### config.mk
export PLATFORM = sky130hd
export DESIGN_NAME = mem_access_ctrl
export DESIGN_NICKNAME = d
export VERILOG_FILES = /design/src/rtl/mem_access_pkg.sv /design/src/rtl/byte_lane_merge.sv /design/src/rtl/mem_access_ctrl.sv
export SDC_FILE = /design/constraint.sdc
export NUM_CORES = 1
export LEC_CHECK = 0
export BUFFER_PORTS_ARGS = -buffer_cell sky130_fd_sc_hd__buf_2
export CORE_MARGIN = 8
export CORE_UTILIZATION = 46
export CTS_CLUSTER_DIAMETER = 200
export DETAILED_ROUTE_END_ITERATION = 6
export PLACE_DENSITY_LB_ADDON = 0.25
export SLEW_MARGIN = 20
export SYNTH_ARGS = -nofsm -noshare
export SYNTH_HDL_FRONTEND = slang
export SYNTH_SLANG_ARGS = --single-unit
### constraint.sdc
create_clock -name clk_i -period 2.7 [get_ports clk_i]
set_input_delay 0.27 -clock clk_i [delete_from_list [all_inputs] [get_ports clk_i]]
set_output_delay 0.27 -clock clk_i [all_outputs]
set_load 0.01 [all_outputs]
### src/rtl/mem_access_pkg.sv
// Shared encodings, FSM states and lane helpers for the data-memory controller.
// Build option SUBWORD_STORE_EN enables read-modify-write byte/half stores.
package mem_access_pkg;

    localparam logic [1:0] SZ_BYTE = 2'b00;
    localparam logic [1:0] SZ_HALF = 2'b01;
    localparam logic [1:0] SZ_WORD = 2'b10;
    localparam logic [1:0] SZ_RSVD = 2'b11;

    typedef enum logic [2:0] {
        IDLE,
        READ,
        WRITE,
        RMW_RD,
        RMW_WR,
        RESP
    } state_t;

    function automatic logic [31:0] lane_extract(
        input logic [31:0] word,
        input logic [1:0]  off,
        input logic [1:0]  size
    );
        case (size)
            SZ_BYTE: return {24'b0, word[{off, 3'b000} +: 8]};
            SZ_HALF: return {16'b0, word[{off[1], 4'b0000} +: 16]};
            default: return word;
        endcase
    endfunction

endpackage

### src/rtl/byte_lane_merge.sv
// Replaces the addressed byte/half lane of a word with right-justified data.
// Used only when SUBWORD_STORE_EN is defined.
module byte_lane_merge
    import mem_access_pkg::*;
(
    input  logic [31:0] old_word,
    input  logic [31:0] new_data,
    input  logic [1:0]  off,
    input  logic [1:0]  size,
    output logic [31:0] merged
);

    always_comb begin
        merged = old_word;
        case (size)
            SZ_BYTE: merged[{off, 3'b000} +: 8]     = new_data[7:0];
            SZ_HALF: merged[{off[1], 4'b0000} +: 16] = new_data[15:0];
            default: merged = new_data;
        endcase
    end

endmodule

### src/rtl/mem_access_ctrl.sv
// MEM-stage data-memory initiator: one request at a time, registered strobes.
// Define SUBWORD_STORE_EN to build byte/half stores as read-modify-write.
module mem_access_ctrl
    import mem_access_pkg::*;
#(
    parameter int ADDR_W = 8,
    parameter int RD_LAT = 1
) (
    input  logic        clk_i,
    input  logic        rst_n_i,
    input  logic        req_valid_i,
    output logic        req_ready_o,
    input  logic        req_write_i,
    input  logic [1:0]  req_size_i,
    input  logic [31:0] req_addr_i,
    input  logic [31:0] req_wdata_i,
    output logic        resp_valid_o,
    output logic [31:0] resp_rdata_o,
    output logic        resp_err_o,
    output logic        stall_o,
    output logic [31:0] mem_addr_o,
    output logic [31:0] mem_wdata_o,
    output logic        mem_write_o,
    output logic        mem_read_o,
    input  logic [31:0] mem_rdata_i
);

    localparam int CNT_W = (RD_LAT > 1) ? $clog2(RD_LAT) : 1;
    localparam logic [CNT_W-1:0] CNT_LAST = CNT_W'(RD_LAT - 1);

    state_t           state;
    logic [CNT_W-1:0] cnt;
    logic [1:0]       off_q;
    logic [1:0]       size_q;
    logic [31:0]      wdata_q;
    logic [31:0]      word_idx;
    logic             acc_err;

    // Upper byte-address bits are dropped, so accesses wrap within memory.
    assign word_idx = {{(32-ADDR_W){1'b0}}, req_addr_i[ADDR_W+1:2]};

    always_comb begin
        acc_err = (req_size_i == SZ_RSVD)
               || (req_size_i == SZ_HALF && req_addr_i[0])
               || (req_size_i == SZ_WORD && req_addr_i[1:0] != 2'b00);
`ifndef SUBWORD_STORE_EN
        if (req_write_i && req_size_i != SZ_WORD)
            acc_err = 1'b1;
`endif
    end

`ifdef SUBWORD_STORE_EN
    logic [31:0] merged;

    byte_lane_merge u_merge (
        .old_word (mem_rdata_i),
        .new_data (wdata_q),
        .off      (off_q),
        .size     (size_q),
        .merged   (merged)
    );
`endif

    always_ff @(posedge clk_i or negedge rst_n_i) begin
        if (!rst_n_i) begin
            state        <= IDLE;
            req_ready_o  <= 1'b1;
            resp_valid_o <= 1'b0;
            resp_rdata_o <= '0;
            resp_err_o   <= 1'b0;
            stall_o      <= 1'b0;
            mem_addr_o   <= '0;
            mem_wdata_o  <= '0;
            mem_write_o  <= 1'b0;
            mem_read_o   <= 1'b0;
            cnt          <= '0;
            off_q        <= '0;
            size_q       <= SZ_BYTE;
            wdata_q      <= '0;
        end else begin
            case (state)
                IDLE: begin
                    if (req_valid_i && req_ready_o) begin
                        req_ready_o <= 1'b0;
                        stall_o     <= 1'b1;
                        off_q       <= req_addr_i[1:0];
                        size_q      <= req_size_i;
                        wdata_q     <= req_wdata_i;
                        cnt         <= '0;
                        if (acc_err) begin
                            state        <= RESP;
                            resp_valid_o <= 1'b1;
                            resp_err_o   <= 1'b1;
                        end else begin
                            mem_addr_o <= word_idx;
                            if (!req_write_i) begin
                                state      <= READ;
                                mem_read_o <= 1'b1;
                            end else if (req_size_i == SZ_WORD) begin
                                state       <= WRITE;
                                mem_write_o <= 1'b1;
                                mem_wdata_o <= req_wdata_i;
                            end
`ifdef SUBWORD_STORE_EN
                            else begin
                                state      <= RMW_RD;
                                mem_read_o <= 1'b1;
                            end
`endif
                        end
                    end
                end
                READ: begin
                    if (cnt == CNT_LAST) begin
                        state        <= RESP;
                        mem_read_o   <= 1'b0;
                        resp_valid_o <= 1'b1;
                        resp_rdata_o <= lane_extract(mem_rdata_i, off_q, size_q);
                    end else begin
                        cnt <= cnt + 1'b1;
                    end
                end
                WRITE: begin
                    state        <= RESP;
                    mem_write_o  <= 1'b0;
                    resp_valid_o <= 1'b1;
                end
`ifdef SUBWORD_STORE_EN
                RMW_RD: begin
                    if (cnt == CNT_LAST) begin
                        state       <= RMW_WR;
                        mem_read_o  <= 1'b0;
                        mem_write_o <= 1'b1;
                        mem_wdata_o <= merged;
                    end else begin
                        cnt <= cnt + 1'b1;
                    end
                end
                RMW_WR: begin
                    state        <= RESP;
                    mem_write_o  <= 1'b0;
                    resp_valid_o <= 1'b1;
                end
`endif
                RESP: begin
                    state        <= IDLE;
                    resp_valid_o <= 1'b0;
                    resp_rdata_o <= '0;
                    resp_err_o   <= 1'b0;
                    stall_o      <= 1'b0;
                    req_ready_o  <= 1'b1;
                end
                default: begin
                    state       <= IDLE;
                    mem_read_o  <= 1'b0;
                    mem_write_o <= 1'b0;
                end
            endcase
        end
    end

endmodule

==> flow_summary.toml <==
[placed_design]
port_buffers = 157
dp.cells = 585
dp_hpwl_um = 8300
gp_congestion = 0.834
place_worst_setup_slack_ns = 0.340
place_area_um2 = 4890

[routing]
ant_nets = 0
drtIter0Drc = 179
wl_per_cell_um = 18.7
viasPerCell = 5.25
vias = 3160
drc = 0
finalWirelength_um = 11300
dr.pass1.iters = 4

[die]
rows = 34
die_area_um2 = 12200
io_pins = 204
start_util_pct = 47.2
die_y_um = 110
die_w_um = 110
core_area_um2 = 8680

[timing]
setup_viol = 0
slew_viol_final = 0
whs_ns = 0.136
fmax_mhz = 438
worst_pin_slew_ns = 1.15
fin_crit_sh_pct = 84.5
fin_skew_ns = 0.0112
relSlewSlack_pct = 23.3
hold_viol = 0
final.setup.worst_slack_ns = 0.419
rsz0062_at_grt = "no"
period_minus_slack_ns = 2.28
fin_setup_tns_ns = 0

[clock_network]
cts_buffers = 9
cts.repair.resized = 0
clockBufferDepth = 2
cts-root-buf = "clkbuf_8"
h-tree-depth = 3
cts_tree = "built"
cts_sinks = 85
clkTransAtPathRegs_ns = 0.10
clock_latency_ns = 0.35
post-cts-setup-buffers = 0
cts_hold_buf = 1

[yosys]
netlist_area_um2 = 4100
synth.most_common_cell = "dfrtp_1"
synth-async-reset-ratio_pct = 100
synth_flop_cell = "dfrtp_1"
yosysWarnings = 0
yosys.area.top_type_share_pct = 51.3
yosys.area.top_type = "dfrtp_1"
synth_edf_count = 0
synth_commonest_cells = "dfrtp_1, mux2_4, o21ai_0"
syn_area_per_cell_um2 = 12.2
synthTopCellsByArea = "dfrtp_1, mux2_4, mux2_2"
ys_seq_area_share_pct = 52.0
synth.distinct_cells = 37
ys_seq_elements = 85
synth_cells = 335

[worst_setup_path]
r2r-end = "mem_wdata_o[4]$_DFFE_PN0P_"
cp_data_arrival_time_ns = 2.52
r2r_slack_ns = 0.42
path_max_fanout = 33
start_kind = "flop"
cp.required_ns = 2.93
critPathKind = "reg -> reg"
r2r-start = "state[1]$_DFFE_PN0P_"
crit_path_end_kind = "flop"
rr_worst_depth = 4

[cells_and_area]
final_cells = 602
drive_gt1_share_pct = 48.6
fillers = 747
n_antenna_cell = 0
fin_nets = 591
stdcell_area_um2 = 5100
syn2layout_area_growth_pct = 24.5
finish.utilization_pct = 58.8

[power]
power.density_nw_per_um2 = 1040
p_leak_nw = 2.77
pwr-share-seq_pct = 40.0
power_switching_mw = 2.01
combPwrFrac_pct = 42.4
switching_share_pct = 37.8
intPower_mw = 3.31
p_total_mw = 5.33
irDropWorstVdd_v = 0.000573
clkPwrFrac_pct = 17.6

[hold_path]
hold_path_class = "in -> reg"
whs_path_depth = 2
hold_path_end = "mem_wdata_o[18]$_DFFE_PN0P_"
hp-start = "req_wdata_i[18]"

[grt]
grt_pass1_vias = 3216
antenna_found_initial = 0
grt_pass1_wl_um = 17300
grt_usage_pct = 18.2
grt_max_degree = 48
grt_overflow = 0

[run_status]
status = "finished, final reports clean"

[flow_run]
drv_cap = 0
layout make-up:
class | count | area [um^2] | area share, %
flip-flops and latches | 85 | 2130 | 41.7
multi-input cells | 221 | 1740 | 34.2
repair buffers | 168 | 873 | 17.1
well taps | 108 | 135 | 2.65
clock buffers | 9 | 124 | 2.43
clock inverters | 7 | 80.1 | 1.57
inverters | 4 | 15.0 | 0.294
sequential cells by signal (all words and copies together), names as in the netlist, 2 cells and up:
register      cells
mem_addr_o        8
size_q            2
mem_wdata_o      32
state             3
resp_rdata_o     32
off_q             2
worst max-delay path, cell delays in order (launching register included):
cell and delay, ns:
dfrtp_1 0.48, nand4bb_1 0.31, or4_2 0.66, buf_4 0.32
mux2_4 0.36
layout by cell type, fill, tap and decap left out, types with 11 or more instances in the layout:
cell type  count
dfrtp_1       84
a21oi_1       19
mux2_2        23
buf_4         11
buf_2        156
conb_1        24
mux2_4        29
nor2b_1       11
a22o_1        17
o21ai_0       27
cells by family (layout without fill, tap and decap cells):
kind of cell    after synthesis  in the layout  share of synthesized area [%]
other cells                   1             24                         0.0916
compound gates               95             95                           15.4
buf+inv                      52            188                           7.70
flops                        85             85                           52.0
mux                          52             52                           17.0
simple gates                 50             50                           7.88
power by group through the flow:
stage	clock, mW	sequential (mW)	combinational (mW)
after floorplan	0	2.27	1.27
after global placement	0	2.13	2.24
final	0.940	2.13	2.26
after detailed placement	0	2.16	2.27
after CTS	0.971	2.13	2.29
after global routing	1.02	2.21	2.47
layer usage:
metal	GRT usage, %	part of all wire, %	vias up
li1	-	-	1476
met1	25.9	44	1537
met2	27.6	46	138
met3	3.14	8.6	9
met4	5.99	1.0	0
met5	0	0	-
worst max path at each step:
stage                                        to                 start  depth (start not counted)
global placement     mem_wdata_o[5]$_DFFE_PN0P_         req_size_i[0]                          5
detailed placement   mem_wdata_o[7]$_DFFE_PN0P_         req_size_i[0]                          5
CTS                  mem_wdata_o[4]$_DFFE_PN0P_  state[1]$_DFFE_PN0P_                          4
finish               mem_wdata_o[4]$_DFFE_PN0P_  state[1]$_DFFE_PN0P_                          4
floorplan           mem_wdata_o[10]$_DFFE_PN0P_  state[1]$_DFFE_PN0P_                          6
global route         mem_wdata_o[4]$_DFFE_PN0P_  state[1]$_DFFE_PN0P_                          4
No activity file was read; power rests on OpenSTA's default activity.
